File: src/rtl/uart_tx_if.sv
// Byte handshake between the transfer handler (master) and the UART transmit engine (slave).
interface uart_tx_if;
  logic [7:0] tx_data;
  logic       tx_valid;
  logic       tx_ready;

  modport master (output tx_data, tx_valid, input  tx_ready);
  modport slave  (input  tx_data, tx_valid, output tx_ready);
endinterface

File: src/rtl/uart_tx_engine.sv
// UART transmit engine: start bit, 8 data bits LSB first, optional parity, STOP_BITS stop bits.
// The parity bit is compiled in when UART_TX_PARITY_EN is defined.
module uart_tx_engine #(
  parameter int CLKS_PER_BIT = 434,
  parameter int W_BAUD       = 16,
  parameter int STOP_BITS    = 1,
  parameter int PARITY_ODD   = 0
) (
  input  logic     clk,
  input  logic     rstn,
  uart_tx_if.slave txi,
  output logic     tx,
  output logic     busy,
  output logic     done
);

`ifdef UART_TX_PARITY_EN
  typedef enum logic [2:0] {IDLE, START, DATA, PARITY, STOP} state_t;
`else
  typedef enum logic [2:0] {IDLE, START, DATA, STOP} state_t;
`endif

  localparam logic [W_BAUD-1:0] BAUD_LAST = W_BAUD'(CLKS_PER_BIT - 1);
  localparam logic              STOP_LAST = 1'(STOP_BITS - 1);

  state_t            state_q, state_nx;
  logic [W_BAUD-1:0] baud_q;
  logic [2:0]        bit_idx_q;
  logic              stop_q;
  logic [7:0]        shift_q;
  logic              tx_nx;
  logic              accept;
  logic              bit_end;

  assign bit_end      = (baud_q == BAUD_LAST);
  assign txi.tx_ready = (state_q == IDLE);
  assign busy         = (state_q != IDLE);

`ifdef UART_TX_PARITY_EN
  localparam logic PAR_SENSE = 1'(PARITY_ODD);
  logic par_q;

  // Parity is taken at capture time because the shift register is consumed as bits go out.
  always_ff @(posedge clk or negedge rstn) begin
    if (!rstn)       par_q <= 1'b0;
    else if (accept) par_q <= ^txi.tx_data ^ PAR_SENSE;
  end
`endif

  always_ff @(posedge clk or negedge rstn) begin
    if (!rstn) begin
      state_q   <= IDLE;
      baud_q    <= '0;
      bit_idx_q <= '0;
      stop_q    <= 1'b0;
      shift_q   <= '0;
      tx        <= 1'b1;
    end else begin
      state_q <= state_nx;
      tx      <= tx_nx;
      if (state_q == IDLE || bit_end) baud_q <= '0;
      else                            baud_q <= baud_q + 1'b1;
      if (accept) begin
        shift_q   <= txi.tx_data;
        bit_idx_q <= '0;
        stop_q    <= 1'b0;
      end else if (bit_end) begin
        if (state_q == DATA) begin
          shift_q   <= {1'b0, shift_q[7:1]};
          bit_idx_q <= bit_idx_q + 3'd1;
        end
        if (state_q == STOP) stop_q <= ~stop_q;
      end
    end
  end

  // tx is registered, so tx_nx is the level of the bit being entered on this edge.
  always_comb begin
    state_nx = state_q;
    tx_nx    = tx;
    accept   = 1'b0;
    done     = 1'b0;
    case (state_q)
      IDLE: begin
        tx_nx = 1'b1;
        if (txi.tx_valid) begin
          accept   = 1'b1;
          state_nx = START;
          tx_nx    = 1'b0;
        end
      end
      START: if (bit_end) begin
        state_nx = DATA;
        tx_nx    = shift_q[0];
      end
      DATA: if (bit_end) begin
        if (bit_idx_q == 3'd7) begin
`ifdef UART_TX_PARITY_EN
          state_nx = PARITY;
          tx_nx    = par_q;
`else
          state_nx = STOP;
          tx_nx    = 1'b1;
`endif
        end else begin
          tx_nx = shift_q[1];
        end
      end
`ifdef UART_TX_PARITY_EN
      PARITY: if (bit_end) begin
        state_nx = STOP;
        tx_nx    = 1'b1;
      end
`endif
      STOP: if (bit_end && stop_q == STOP_LAST) begin
        done     = 1'b1;
        state_nx = IDLE;
        tx_nx    = 1'b1;
      end
      default: begin
        state_nx = IDLE;
        tx_nx    = 1'b1;
      end
    endcase
  end

endmodule
File: src/flat_wrapper.sv
// flat-port wrapper written by rule: the top's interface ports become plain ports
module uart_tx_engine_flat 
#(
  parameter int CLKS_PER_BIT = 434,
  parameter int W_BAUD       = 16,
  parameter int STOP_BITS    = 1,
  parameter int PARITY_ODD   = 0
)
  (clk, rstn, tx, busy, done, txi_tx_data, txi_tx_valid, txi_tx_ready);
  uart_tx_if txi_i ();
  input  logic clk;
  input  logic rstn;
  output logic tx;
  output logic busy;
  output logic done;
  input wire logic [$bits(txi_i.tx_data)-1:0] txi_tx_data;
  input wire logic [$bits(txi_i.tx_valid)-1:0] txi_tx_valid;
  output wire logic [$bits(txi_i.tx_ready)-1:0] txi_tx_ready;
  assign txi_i.tx_data = txi_tx_data;
  assign txi_i.tx_valid = txi_tx_valid;
  assign txi_tx_ready = txi_i.tx_ready;
  uart_tx_engine #(.CLKS_PER_BIT(CLKS_PER_BIT), .W_BAUD(W_BAUD), .STOP_BITS(STOP_BITS), .PARITY_ODD(PARITY_ODD)) u_core (.clk(clk), .rstn(rstn), .txi(txi_i), .tx(tx), .busy(busy), .done(done));
endmodule
File: config.mk
export PLATFORM = sky130hd
export DESIGN_NAME = uart_tx_engine_flat
export DESIGN_NICKNAME = d
export VERILOG_FILES = /design/src/rtl/uart_tx_if.sv /design/src/rtl/uart_tx_engine.sv /design/src/flat_wrapper.sv
export SDC_FILE = /design/constraint.sdc
export NUM_CORES = 1
export LEC_CHECK = 0
export BUFFER_PORTS_ARGS = -buffer_cell sky130_fd_sc_hd__buf_2
export CAP_MARGIN = 20
export CORE_UTILIZATION = 35
export DETAILED_ROUTE_END_ITERATION = 7
export SYNTH_ARGS = -nofsm -noshare
export SYNTH_HDL_FRONTEND = slang
export SYNTH_SLANG_ARGS = --single-unit
File: constraint.sdc
create_clock -name clk -period 5 [get_ports clk]
set_input_delay 0.5 -clock clk [delete_from_list [all_inputs] [get_ports clk]]
set_output_delay 0.5 -clock clk [all_outputs]
set_load 0.01 [all_outputs]
==> reports/metrics.sh, run 1 <==
RUN_STATUS='finished clean'
SETUP.WORST_PATH.START_CLASS='flop'
ANTENNA_FOUND_INITIAL=0
GLOBALROUTEOVERFLOWTOTAL=0
FINAL_LAYOUT_SIZE_SUFFIX_GT1_FRAC=0.209
TIMING.FINAL.WS_SETUP_PS=2740
POSTCTSRESIZEDCELLS=0
DRC=0
TIMING.MAX_SLEW.REL_SLACK=0.511
CRITICALPATHCATEGORY='reg -> out'
INSTANCE_COUNT_OF_THE_MAPPED_NETLIST=179
FINAL_CELLS=263
FIN_TNS_SETUP_PS=0
CLK_LATENCY_PS=280
DIE-AREA_UM2=5310
PRE_CTS_WS_PS=2950
SETUP_VIOLATIONS=0
FINALMAXSLEWVIOLATIONS=0
DRT-WIRELENGTH-PER-CELL_UM=12.5
SYNTH_ENABLE_FLOP_CELLS=0
REG2REG_DEPTH=6
CTS_TREE='yes'
FIRST_ITER_VIOLATIONS=65
SYN-MEAN-INSTANCE-AREA_UM2=9.82
MAXCAPVIOLATIONS=0
REG2REG_FROM='u_core.state_q[0]$_DFFE_PN0P_'
POSTCTSSETUPBUFFERS=0
FIN_CRIT_SHARE=0.452
SYNTH_SEQ_CELLS=31
REPORT.FINAL.HOLD_VIOL_COUNT=0
POSTPLACECELLAREA_UM2=1890
PEAK_FANOUT_ALONG_THE_CRITICAL_PATH=5
NETLIST-CELL-TYPE-COUNT=37
IRDROPWORSTVDD_mV=0.157
FINALWORSTPATHREQUIREDPERIOD_PS=2260
YOSYSTOPAREACELLSHARE=0.427
WORSTHOLDPATHTYPE='in -> async'
SETUP_REPAIR_AFTER_GLOBAL_ROUTING_MISSED_ITS_MARGIN='no'
FINALCLOCKSKEW_PS=9.80
I_O_PIN_COUNT=15
CLOCK_SINK_COUNT=31
GPL.FINAL_WEIGHTED_CONGESTION=0.749
SYNTH.NET_COUNT=199
AREA.GROWTH.SYNTH_TO_FINAL_PCT=12.2
VIAS=1293
POSTROUTEWIRELENGTH_UM=3290
INSERTEDDIODECOUNT=0
CLOCK.FMAX_MHz=443
SYNTH_FA_HA_AREA_FRAC=0.0641
CTS_MAX_PATH_BUFFERS=2
VIAS_PER_CELL=4.92
SYNTH_TOP_FAMILY_BY_AREA='simple AND/OR/NAND/NOR gates'
MOST_FREQUENT_CELLS_IN_THE_LAYOUT='sky130_fd_sc_hd__dfrtp_1, sky130_fd_sc_hd__nand2_1, sky130_fd_sc_hd__nor2_1'
WORST_R2R_ENDPOINT='u_core.shift_q[6]$_DFFE_PN0P_'
FINAL_CELL_AREA_UM2=1970
FLOORPLAN.ROWS=25
TIGHTESTPINTRANSITION_PS=734
VIAS_IN_THE_FIRST_GLOBAL_ROUTE=1197
CTS_MADE_BUFFERS=5
REGTOREGSETUPSLACK_PS=2940
POST_SYNTHESIS_COMPOUND_GATE_AREA_FRACTION=0.0847
POST-DP-HPWL_UM=2250
UTILIZATION=0.412
POWER.STATIC_LEAKAGE_nW=0.879
FINAL_COMMON_CELL='sky130_fd_sc_hd__dfrtp_1'
YS_DOMINANT_REG_CELL='sky130_fd_sc_hd__dfrtp_1'
CLK_TRANSITION_REPORTED_PATHS_PS=70
FLOORPLAN.CORE_AREA_UM2=4790
SYNTH-ASYNC-RESET-RATIO=1.00
GRT_FIRST_PASS_WIRELENGTH_UM=5600
POST_SYNTH_XOR_AREA_FRACTION=0.0747
POWER_DENSITY_nW_PER_UM2=233
TOP_CELLS_BY_AREA_IN_THE_SYNTHESIZED_NETLIST='sky130_fd_sc_hd__dfrtp_1, sky130_fd_sc_hd__xnor2_1, sky130_fd_sc_hd__ha_1'
DIE_HEIGHT_UM=72.9
PLACEDCELLCOUNT=256
SYNTH_LARGEST_AREA_CELL='sky130_fd_sc_hd__dfrtp_1'
CTS_ROOT_BUF='sky130_fd_sc_hd__clkbuf_8'
ANT_NETS=0
YOSYS.AREA_SHARE.SIMPLE=0.288
WORST-ENDPOINT-REQUIRED_PS=4500
CTS_HOLD_BUFFERS=0
FLOORPLAN.INITIALDENSITY=0.367
DRT_PRE_ANTENNA_ITERS=4
POST_SYNTH_INSTANCE_AREA_UM2=1760
SETUP.WORST_PATH.END_CLASS='primary output'
TOTAL_OF_WARNINGS_RAISED_BY_YOSYS=0
DIE_W_UM=72.9
SYNTH_SEQ_AREA_SHARE=0.442
GRT_START_MAX_NET_PINS=32
ENDPOINT_ARRIVAL_TIME_ON_THE_CRITICAL_PATH_PS=1760
TOTAL_TRACK_USAGE=0.139
NUMNETS_FINAL=216
POST_SYNTH_MUX_AREA_SHARE=0.0142
CLOCK_TREE.HTREE_LEVEL_COUNT=2
PORT_BUFFERS=14
-- flip-flops by register name (all words and copies together) (netlist names) --
name,count
u_core.stop_q,1
u_core.tx,1
u_core.shift_q,8
u_core.state_q,2
u_core.baud_q,16
u_core.bit_idx_q,3
-- cells in the mapped netlist, types with 2 or more instances --
| cell type | n |
|---|---|
| sky130_fd_sc_hd__dfrtp_1 | 30 |
| sky130_fd_sc_hd__nand2_1 | 25 |
| sky130_fd_sc_hd__nor2_1 | 22 |
| sky130_fd_sc_hd__nand3_1 | 15 |
| sky130_fd_sc_hd__xnor2_1 | 13 |
| sky130_fd_sc_hd__ha_1 | 9 |
| sky130_fd_sc_hd__inv_1 | 8 |
| sky130_fd_sc_hd__o211ai_2 | 7 |
| sky130_fd_sc_hd__nor3_1 | 6 |
| sky130_fd_sc_hd__a21oi_1 | 4 |
| sky130_fd_sc_hd__nand4_1 | 4 |
| sky130_fd_sc_hd__nor4_1 | 4 |
| sky130_fd_sc_hd__a21boi_0 | 2 |
| sky130_fd_sc_hd__clkbuf_1 | 2 |
| sky130_fd_sc_hd__nand3_2 | 2 |
| sky130_fd_sc_hd__nand4b_1 | 2 |
| sky130_fd_sc_hd__nor4_4 | 2 |
| sky130_fd_sc_hd__o21ai_0 | 2 |
| sky130_fd_sc_hd__xor2_1 | 2 |
-- worst max-delay path: stages, from the launching register on --
cell and delay (ps):
sky130_fd_sc_hd__dfrtp_1 400, sky130_fd_sc_hd__inv_1 60, sky130_fd_sc_hd__ha_1 140, sky130_fd_sc_hd__nor3b_1 260
sky130_fd_sc_hd__and4_4 310, sky130_fd_sc_hd__and3b_2 190, sky130_fd_sc_hd__buf_2 120
-- cell families (layout without fill, tap and decap cells) --
logic type | count (synthesis) | after routing
AOI/OAI and AO/OA | 17 | 17
DFF | 31 | 31
and+or+nand+nor | 93 | 93
muxes | 2 | 2
xor gates and xnor gates | 15 | 15
buffers and inverters | 12 | 29
adders and majority gates | 9 | 9
-- routing by layer --
metal  GRT usage  up-vias  part of all wire
li1            -      655                 -
met1       0.188      604              0.50
met2       0.214       27              0.45
met3      0.0373        7             0.041
met4      0.0523        0             0.012
met5           0        -                 0
-- power breakdown --
| group | internal, W | switching (W) |
|---|---|---|
| sequential | 0.000251 | 0 |
| combinational | 0.00000289 | 0.00000597 |
| clock | 0.000108 | 0.0000915 |
| total | 0.000362 | 0.0000975 |
-- per-stage QoR --
step	total power, W	hold slack [ps]
detailed placement	0.000265	495
floorplan	0.000256	204
finish	0.000459	273
global placement	0.000265	486
global route	0.000475	335
CTS	0.000466	288
-- worst max path at each step --
stage	start	end	slack, ps	cells after the start
floorplan	u_core.baud_q[1]$_DFF_PN0_	done	3220	5
global placement	u_core.state_q[0]$_DFFE_PN0P_	u_core.shift_q[6]$_DFFE_PN0P_	3000	6
detailed placement	u_core.state_q[0]$_DFFE_PN0P_	u_core.shift_q[6]$_DFFE_PN0P_	2950	6
CTS	u_core.baud_q[1]$_DFF_PN0_	done	2750	6
global route	u_core.baud_q[1]$_DFF_PN0_	done	2620	6
finish	u_core.baud_q[1]$_DFF_PN0_	done	2740	6
-- area by class of cell --
cell class / instances / area (µm²)
Clock inverter: 1 / 5.00
Inverter: 8 / 30.0
Tap cell: 67 / 83.8
Clock buffer: 6 / 82.6
Fill cell: 489 / 2810
Sequential cell: 31 / 777
Multi-Input combinational cell: 136 / 925
Timing Repair Buffer: 14 / 70.1
Power figures use the tool's default switching activity.
==> run 2: changes to the inputs <==
ABC_AREA = 1   (was default)
clock period = 1.95 ns   (was 5 ns; I/O delays follow)
==> run 2 against run 1 <==
Sequential share of layout area rose by 1.2 points. Routed wire length fell by 0.91%. Worst setup slack got worse by 2600 ps. Global-route usage grew 1.3 points. Clock skew down 6.2 ps.
==> reports/metrics.sh, run 2 <==
CLOCK_TREE.HTREE_LEVEL_COUNT=2
NUMBER_OF_FLIP_FLOPS_IN_THE_LARGEST_REGISTER=16
WORST_HOLD_PATH.ENDPOINT='u_core.shift_q[7]$_DFFE_PN0P_'
REGTOREGSETUPSLACK_PS=280
FINALMAXSLEWVIOLATIONS=0
MOST_INSTANTIATED_CELLS_AFTER_SYNTHESIS='sky130_fd_sc_hd__nand2_1, sky130_fd_sc_hd__dfrtp_1, sky130_fd_sc_hd__inv_1'
FINAL_CELL_AREA_UM2=1920
SYN-MEAN-INSTANCE-AREA_UM2=8.16
SYNTH_LARGEST_AREA_CELL='sky130_fd_sc_hd__dfrtp_1'
CTS_ROOT_BUF='sky130_fd_sc_hd__clkbuf_8'
TOTAL_OF_WARNINGS_RAISED_BY_YOSYS=0
ANTENNA_FOUND_INITIAL=0
POWER.STATIC_LEAKAGE_nW=0.981
SYNTH_SEQ_AREA_SHARE=0.460
SYNTH-ASYNC-RESET-RATIO=1.00
NETLIST-CELL-TYPE-COUNT=29
FINALCLOCKSKEW_PS=3.59
WORST-ENDPOINT-REQUIRED_PS=1750
ANT_NETS=0
SETUP.WORST_PATH.END_CLASS='primary output'
MOST_FREQUENT_CELLS_IN_THE_LAYOUT='sky130_fd_sc_hd__nand2_1, sky130_fd_sc_hd__dfrtp_1, sky130_fd_sc_hd__inv_1'
SWSHARE=0.383
REPORT.FINAL.HOLD_VIOL_COUNT=0
DIE_W_UM=71.5
POST_SYNTH_INSTANCE_AREA_UM2=1690
GRT_START_MAX_NET_PINS=32
FLOORPLAN.CORE_AREA_UM2=4500
SETUP_REPAIR_AFTER_GLOBAL_ROUTING_MISSED_ITS_MARGIN='no'
INTERNAL_POWER_CONTRIBUTION_W=0.00141
SYNTH.NET_COUNT=227
INSTANCE_COUNT_OF_THE_MAPPED_NETLIST=207
REG2REG_DEPTH=9
FIN_TNS_SETUP_PS=0
TIMING.MAX_SLEW.REL_SLACK=0.533
DRC=0
REG2REG_FROM='u_core.baud_q[1]$_DFF_PN0_'
TIMING.FINAL.WS_SETUP_PS=172
SYNTH_ENABLE_FLOP_CELLS=0
CTS_TREE='yes'
P_COMB_FRAC=0.364
STARTPOINT='u_core.baud_q[1]$_DFF_PN0_'
GRT_USE_MET2=0.215
UTILIZATION=0.425
SYNTH_SEQ_CELLS=31
I_O_PIN_COUNT=15
CRITICALPATHCATEGORY='reg -> out'
FIN_CRIT_SHARE=0.912
MAXCAPVIOLATIONS=0
WORST_R2R_ENDPOINT='u_core.shift_q[6]$_DFFE_PN0P_'
IRDROPWORSTVDD_mV=0.638
SETUP.WORST_PATH.START_CLASS='flop'
POSTROUTEWIRELENGTH_UM=3260
GLOBALROUTEOVERFLOWTOTAL=0
PEAK_FANOUT_ALONG_THE_CRITICAL_PATH=4
FLOORPLAN.INITIALDENSITY=0.375
GRT_BUSIEST_LAYER='met2'
TOTAL_TRACK_USAGE=0.152
CTS_MAX_PATH_BUFFERS=2
FINALWORSTPATHREQUIREDPERIOD_PS=1780
MOST_FLOP_HEAVY_REGISTER='u_core.baud_q'
GRT_FIRST_PASS_WIRELENGTH_UM=5960
YS_DOMINANT_REG_CELL='sky130_fd_sc_hd__dfrtp_1'
FIRST_ITER_VIOLATIONS=106
LARGESTREGISTERS='u_core.baud_q: 16 flops, u_core.shift_q: 8 flops, u_core.bit_idx_q: 3 flops'
FLOORPLAN.ROWS=24
RUN_STATUS='finished clean'
PORT_BUFFERS=14
GRTUSAGEMET3=0.0422
AREA.GROWTH.SYNTH_TO_FINAL_PCT=13.4
VIAS_IN_THE_FIRST_GLOBAL_ROUTE=1293
FINAL_COMMON_CELL='sky130_fd_sc_hd__nand2_1'
DIE-AREA_UM2=5110
DIE_HEIGHT_UM=71.5
YOSYSTOPAREACELLSHARE=0.444
GPL.FINAL_WEIGHTED_CONGESTION=0.808
VIAS=1320
CLK_TRANSITION_REPORTED_PATHS_PS=60
POST-DP-HPWL_UM=2330
NET-SWITCHING-POWER_W=0.000877
PRE_CTS_WS_PS=268
NUMNETS_FINAL=248
HP-START='txi_tx_data[7]'
CLOCK_SINK_COUNT=31
ENDPOINT_ARRIVAL_TIME_ON_THE_CRITICAL_PATH_PS=1580
CLOCK.FMAX_MHz=562
YOSYS.CELL_COUNT.TOP_TYPE='sky130_fd_sc_hd__nand2_1'
POWER_DENSITY_nW_PER_UM2=1200
WORSTHOLDPATHTYPE='in -> reg'
SETUP_VIOLATIONS=0
INSERTEDDIODECOUNT=0
VIAS_PER_CELL=4.71
SHARE_SEQ_OF_TOTAL_POWER=0.410
DRT-WIRELENGTH-PER-CELL_UM=11.7
DRT_PRE_ANTENNA_ITERS=4
PWR-SHARE-CLK=0.226
LAYOUT.FILLER_CELLS=459
FINAL_LAYOUT_SIZE_SUFFIX_GT1_FRAC=0.189
GLOBAL_ROUTE.USAGE.MET1=0.215
TOP_CELLS_BY_AREA_IN_THE_SYNTHESIZED_NETLIST='sky130_fd_sc_hd__dfrtp_1, sky130_fd_sc_hd__nand2_1, sky130_fd_sc_hd__ha_1'
WHS_PS=148
POSTPLACECELLAREA_UM2=1820
WHS_PATH_DEPTH=3
CTS_MADE_BUFFERS=5
CLK_LATENCY_PS=280
TIGHTESTPINTRANSITION_PS=700
==> run 2: kinds of logic after synthesis <==
family          share of synthesized area
simple gates                        0.285
flops                               0.460
buf+inv                            0.0726
compound gates                      0.100
fa+ha+maj                          0.0667
xor+xnor                           0.0156
==> run 2: metal layers <==
metal  wire [µm]  share of wire  vias up
met3         109          0.033        7
met2        1410           0.43       22
met5           0              0        -
li1            -              -      692
met4          71          0.022        0
met1        1670           0.51      599
==> run 2: area by class of cell <==
type | instances | area (µm²) | area share
Clock inverter | 1 | 5.00 | 0.00261
Tap cell | 52 | 65.1 | 0.0340
Inverter | 27 | 101 | 0.0529
Timing Repair Buffer | 17 | 95.1 | 0.0496
Clock buffer | 6 | 82.6 | 0.0431
Multi-Input combinational cell | 146 | 790 | 0.412
Sequential cell | 31 | 777 | 0.406
==> run 2: power by group through the flow <==
stage / combinational, W / sequential (W) / clock (W)
2_1_floorplan: 0.000633 / 0.000928 / 0
3_3_place_gp: 0.000829 / 0.000950 / 0
3_5_place_dp: 0.000838 / 0.000951 / 0
4_1_cts: 0.000847 / 0.000940 / 0.000538
5_1_grt: 0.000980 / 0.000968 / 0.000572
6_report: 0.000834 / 0.000938 / 0.000519
==> run 2: metrics by stage <==
stage	cells	total power, W
finish	280	0.00229
global route	280	0.00252
CTS	280	0.00233
detailed placement	272	0.00179
global placement	272	0.00178
floorplan	207	0.00156
==> run 2: worst max path at each step <==
stage | endpoint | slack (ps) | cells after the start
final | done | 170 | 9
after global routing | done | 30 | 9
after CTS | done | 90 | 9
after detailed placement | u_core.shift_q[0]$_DFFE_PN0P_ | 270 | 9
after global placement | u_core.shift_q[3]$_DFFE_PN0P_ | 290 | 9
after floorplan | u_core.shift_q[0]$_DFFE_PN0P_ | 380 | 7
==> run 2: repair_timing <==
| action | 4_1_cts | 5_1_grt |
|---|---|---|
| setup endpoints to repair | 0 | 1 |
| hold endpoints to repair | 30 | 0 |
| buffers inserted | 0 | 0 |
| gates resized for setup | 0 | 1 |
| hold buffers | 1 | 0 |
==> run 2: worst max-delay path: stages (launching register included) <==
cell,delay (ps)
sky130_fd_sc_hd__dfrtp_1,400
sky130_fd_sc_hd__inv_1,60
sky130_fd_sc_hd__ha_1,130
sky130_fd_sc_hd__nand3_1,90
sky130_fd_sc_hd__nor2_2,130
sky130_fd_sc_hd__nand2_2,120
sky130_fd_sc_hd__inv_2,90
sky130_fd_sc_hd__nand3b_1,100
sky130_fd_sc_hd__inv_1,60
sky130_fd_sc_hd__buf_2,120
==> run 3: changes to the inputs <==
CTS_CLUSTER_SIZE = 24   (was default)
REMOVE_ABC_BUFFERS = 1   (was default)
clock period = 2.25 ns   (was 1.95 ns; I/O delays follow)
==> run 3 against run 2 <==
The flow now finishes with violations (negative hold slack). Non-clock buffer count decreased by 2. Critical path depth stayed put. Sequential power down 13%. Critical path type unchanged. Highest routed layer unchanged.
==> reports/metrics.sh, run 3 (synthesized netlist as in run 2, its figures left out) <==
GRT_START_MAX_NET_PINS=32
MOST_FREQUENT_CELLS_IN_THE_LAYOUT='sky130_fd_sc_hd__nand2_1, sky130_fd_sc_hd__dfrtp_1, sky130_fd_sc_hd__inv_1'
POSTPLACECELLAREA_UM2=1810
ENDPOINT_ARRIVAL_TIME_ON_THE_CRITICAL_PATH_PS=1610
DIE-AREA_UM2=5110
WORSTHOLDPATHTYPE='in -> async'
ANTENNA_FOUND_INITIAL=0
SLOWEST_DELAY_PS=400
VIAS_IN_THE_FIRST_GLOBAL_ROUTE=1289
SETUP.WORST_PATH.START_CLASS='flop'
ANT_NETS=0
CTS_MAX_PATH_BUFFERS=2
TIGHTESTPINTRANSITION_PS=695
CRITICALPATHCATEGORY='reg -> out'
SETUP_VIOLATIONS=0
CTS_TREE='yes'
MAXCAPVIOLATIONS=0
VIOLATIONS='negative hold slack'
LARGESTREGISTERS='u_core.baud_q: 16 flops, u_core.shift_q: 8 flops, u_core.bit_idx_q: 3 flops'
I_O_PIN_COUNT=15
CLK_TRANSITION_REPORTED_PATHS_PS=60
POST-DP-HPWL_UM=2220
MOST_FLOP_HEAVY_REGISTER='u_core.baud_q'
GLOBALROUTEOVERFLOWTOTAL=0
FLOORPLAN.INITIALDENSITY=0.375
DIE_HEIGHT_UM=71.5
PEAK_FANOUT_ALONG_THE_CRITICAL_PATH=4
FINAL_CELL_AREA_UM2=1920
PORT_BUFFERS=14
NUMBER_OF_FLIP_FLOPS_IN_THE_LARGEST_REGISTER=16
POSTCTSSETUPBUFFERS=0
GRT_FIRST_PASS_WIRELENGTH_UM=5810
WORST-ENDPOINT-REQUIRED_PS=2030
SETUP_REPAIR_AFTER_GLOBAL_ROUTING_MISSED_ITS_MARGIN='no'
DIE_W_UM=71.5
VIAS=1321
DRC=0
DRT-WIRELENGTH-PER-CELL_UM=11.3
FINALWORSTPATHREQUIREDPERIOD_PS=1830
FLOORPLAN.CORE_AREA_UM2=4500
POSTCTSRESIZEDCELLS=0
WHS_PS=-12.2
FINAL_COMMON_CELL='sky130_fd_sc_hd__nand2_1'
CTS_HOLD_BUFFERS=0
AREA.GROWTH.SYNTH_TO_FINAL_PCT=13.5
GPL.FINAL_WEIGHTED_CONGESTION=0.802
TIMING.CRITICAL_PATH.MAX_DELAY_FAMILY='simple AND/OR/NAND/NOR gates'
POWER_DENSITY_nW_PER_UM2=1070
FINALCLOCKSKEW_PS=7.07
FIRST_ITER_VIOLATIONS=105
CTS_MADE_BUFFERS=5
SETUP.WORST_PATH.END_CLASS='primary output'
FIN_TNS_SETUP_PS=0
UTILIZATION=0.426
CPMOSTUSEDCELL='sky130_fd_sc_hd__inv_1'
CLOCK_TREE.HTREE_LEVEL_COUNT=2
CRITICAL_PATH.CELL_CHAIN='inv_1, ha_1, nand3_1, nor2_2, nand2_2, inv_1, nand3b_1, inv_1, buf_2'
DRT_PRE_ANTENNA_ITERS=4
FINAL_LAYOUT_SIZE_SUFFIX_GT1_FRAC=0.176
CLOCK_SINK_COUNT=31
CLK_LATENCY_PS=280
CRIT_BUF_INV=4
POSTROUTEWIRELENGTH_UM=3160
NUMNETS_FINAL=246
POWER.STATIC_LEAKAGE_nW=0.980
INSERTEDDIODECOUNT=0
CTS_ROOT_BUF='sky130_fd_sc_hd__clkbuf_8'
IRDROPWORSTVDD_mV=0.367
FLOORPLAN.ROWS=24
TOTAL_TRACK_USAGE=0.148
FINALMAXSLEWVIOLATIONS=0
VIAS_PER_CELL=4.73
REPORT.FINAL.HOLD_VIOL_COUNT=30
FIN_CRIT_SHARE=0.814
CLOCK.FMAX_MHz=546
CRITICAL_PATH.SLOWEST_CELL='sky130_fd_sc_hd__dfrtp_1'
RUN_STATUS='finished with violations'
TIMING.MAX_SLEW.REL_SLACK=0.537
## run 3: layout make-up
cell class                      count  area, µm²
Clock buffer                        7       76.3
Clock inverter                      1       30.0
Fill cell                         467       2590
Inverter                           27        101
Multi-Input combinational cell    146        790
Sequential cell                    31        777
Tap cell                           52       65.1
Timing Repair Buffer               15       77.6
## run 3: stage by stage
stage / setup WS, ps / total power [W] / hold slack [ps] / instances
floorplan: 676 / 0.00133 / -70.6 / 204
global placement: 506 / 0.00152 / 323 / 271
detailed placement: 456 / 0.00153 / 322 / 271
CTS: 393 / 0.00208 / 15.1 / 279
global route: 277 / 0.00226 / 35.7 / 279
finish: 419 / 0.00205 / -12.2 / 279
## run 3: path summary, 6_finish.rpt
| check | slack [ps] | cells past startpoint | start | endpoint |
|---|---|---|---|---|
| hold / removal | -10 | 1 | rstn | u_core.baud_q[5]$_DFF_PN0_ |
| min in group clk | 190 | 3 | txi_tx_data[7] | u_core.shift_q[7]$_DFFE_PN0P_ |
| setup reg to reg | 480 | 9 | u_core.baud_q[1]$_DFF_PN0_ | u_core.baud_q[8]$_DFF_PN0_ |
| max in group asynchronous | 1810 | 1 | rstn | u_core.baud_q[14]$_DFF_PN0_ |
| setup / recovery | 420 | 9 | u_core.baud_q[1]$_DFF_PN0_ | done |
| hold reg to reg | 480 | 2 | u_core.shift_q[3]$_DFFE_PN0P_ | u_core.shift_q[3]$_DFFE_PN0P_ |
## run 3: layer usage
| layer | routed length (µm) | GRT usage |
|---|---|---|
| met1 | 1580 | 0.208 |
| met2 | 1370 | 0.213 |
| met3 | 142 | 0.0408 |
| met4 | 65 | 0.0675 |
| met5 | 0 | 0 |
## run 3: worst register-to-register path: cells and delay by family (launching register included)
kind                     cells  cell delay, ps
AND/OR/NAND/NOR              5             710
flip-flops                   1             400
buffers and inverters        2             280
adder cells (fa/ha/maj)      1             130
AO/OA/AOI/OAI                1             130
## run 3: report_power, final
part	switching, W	leakage [nW]	internal [W]
Clock	0.000197	0.0524	0.000331
Combinational	0.000436	0.519	0.000265
Sequential	0.000111	0.408	0.000708
Total	0.000744	0.980	0.00130
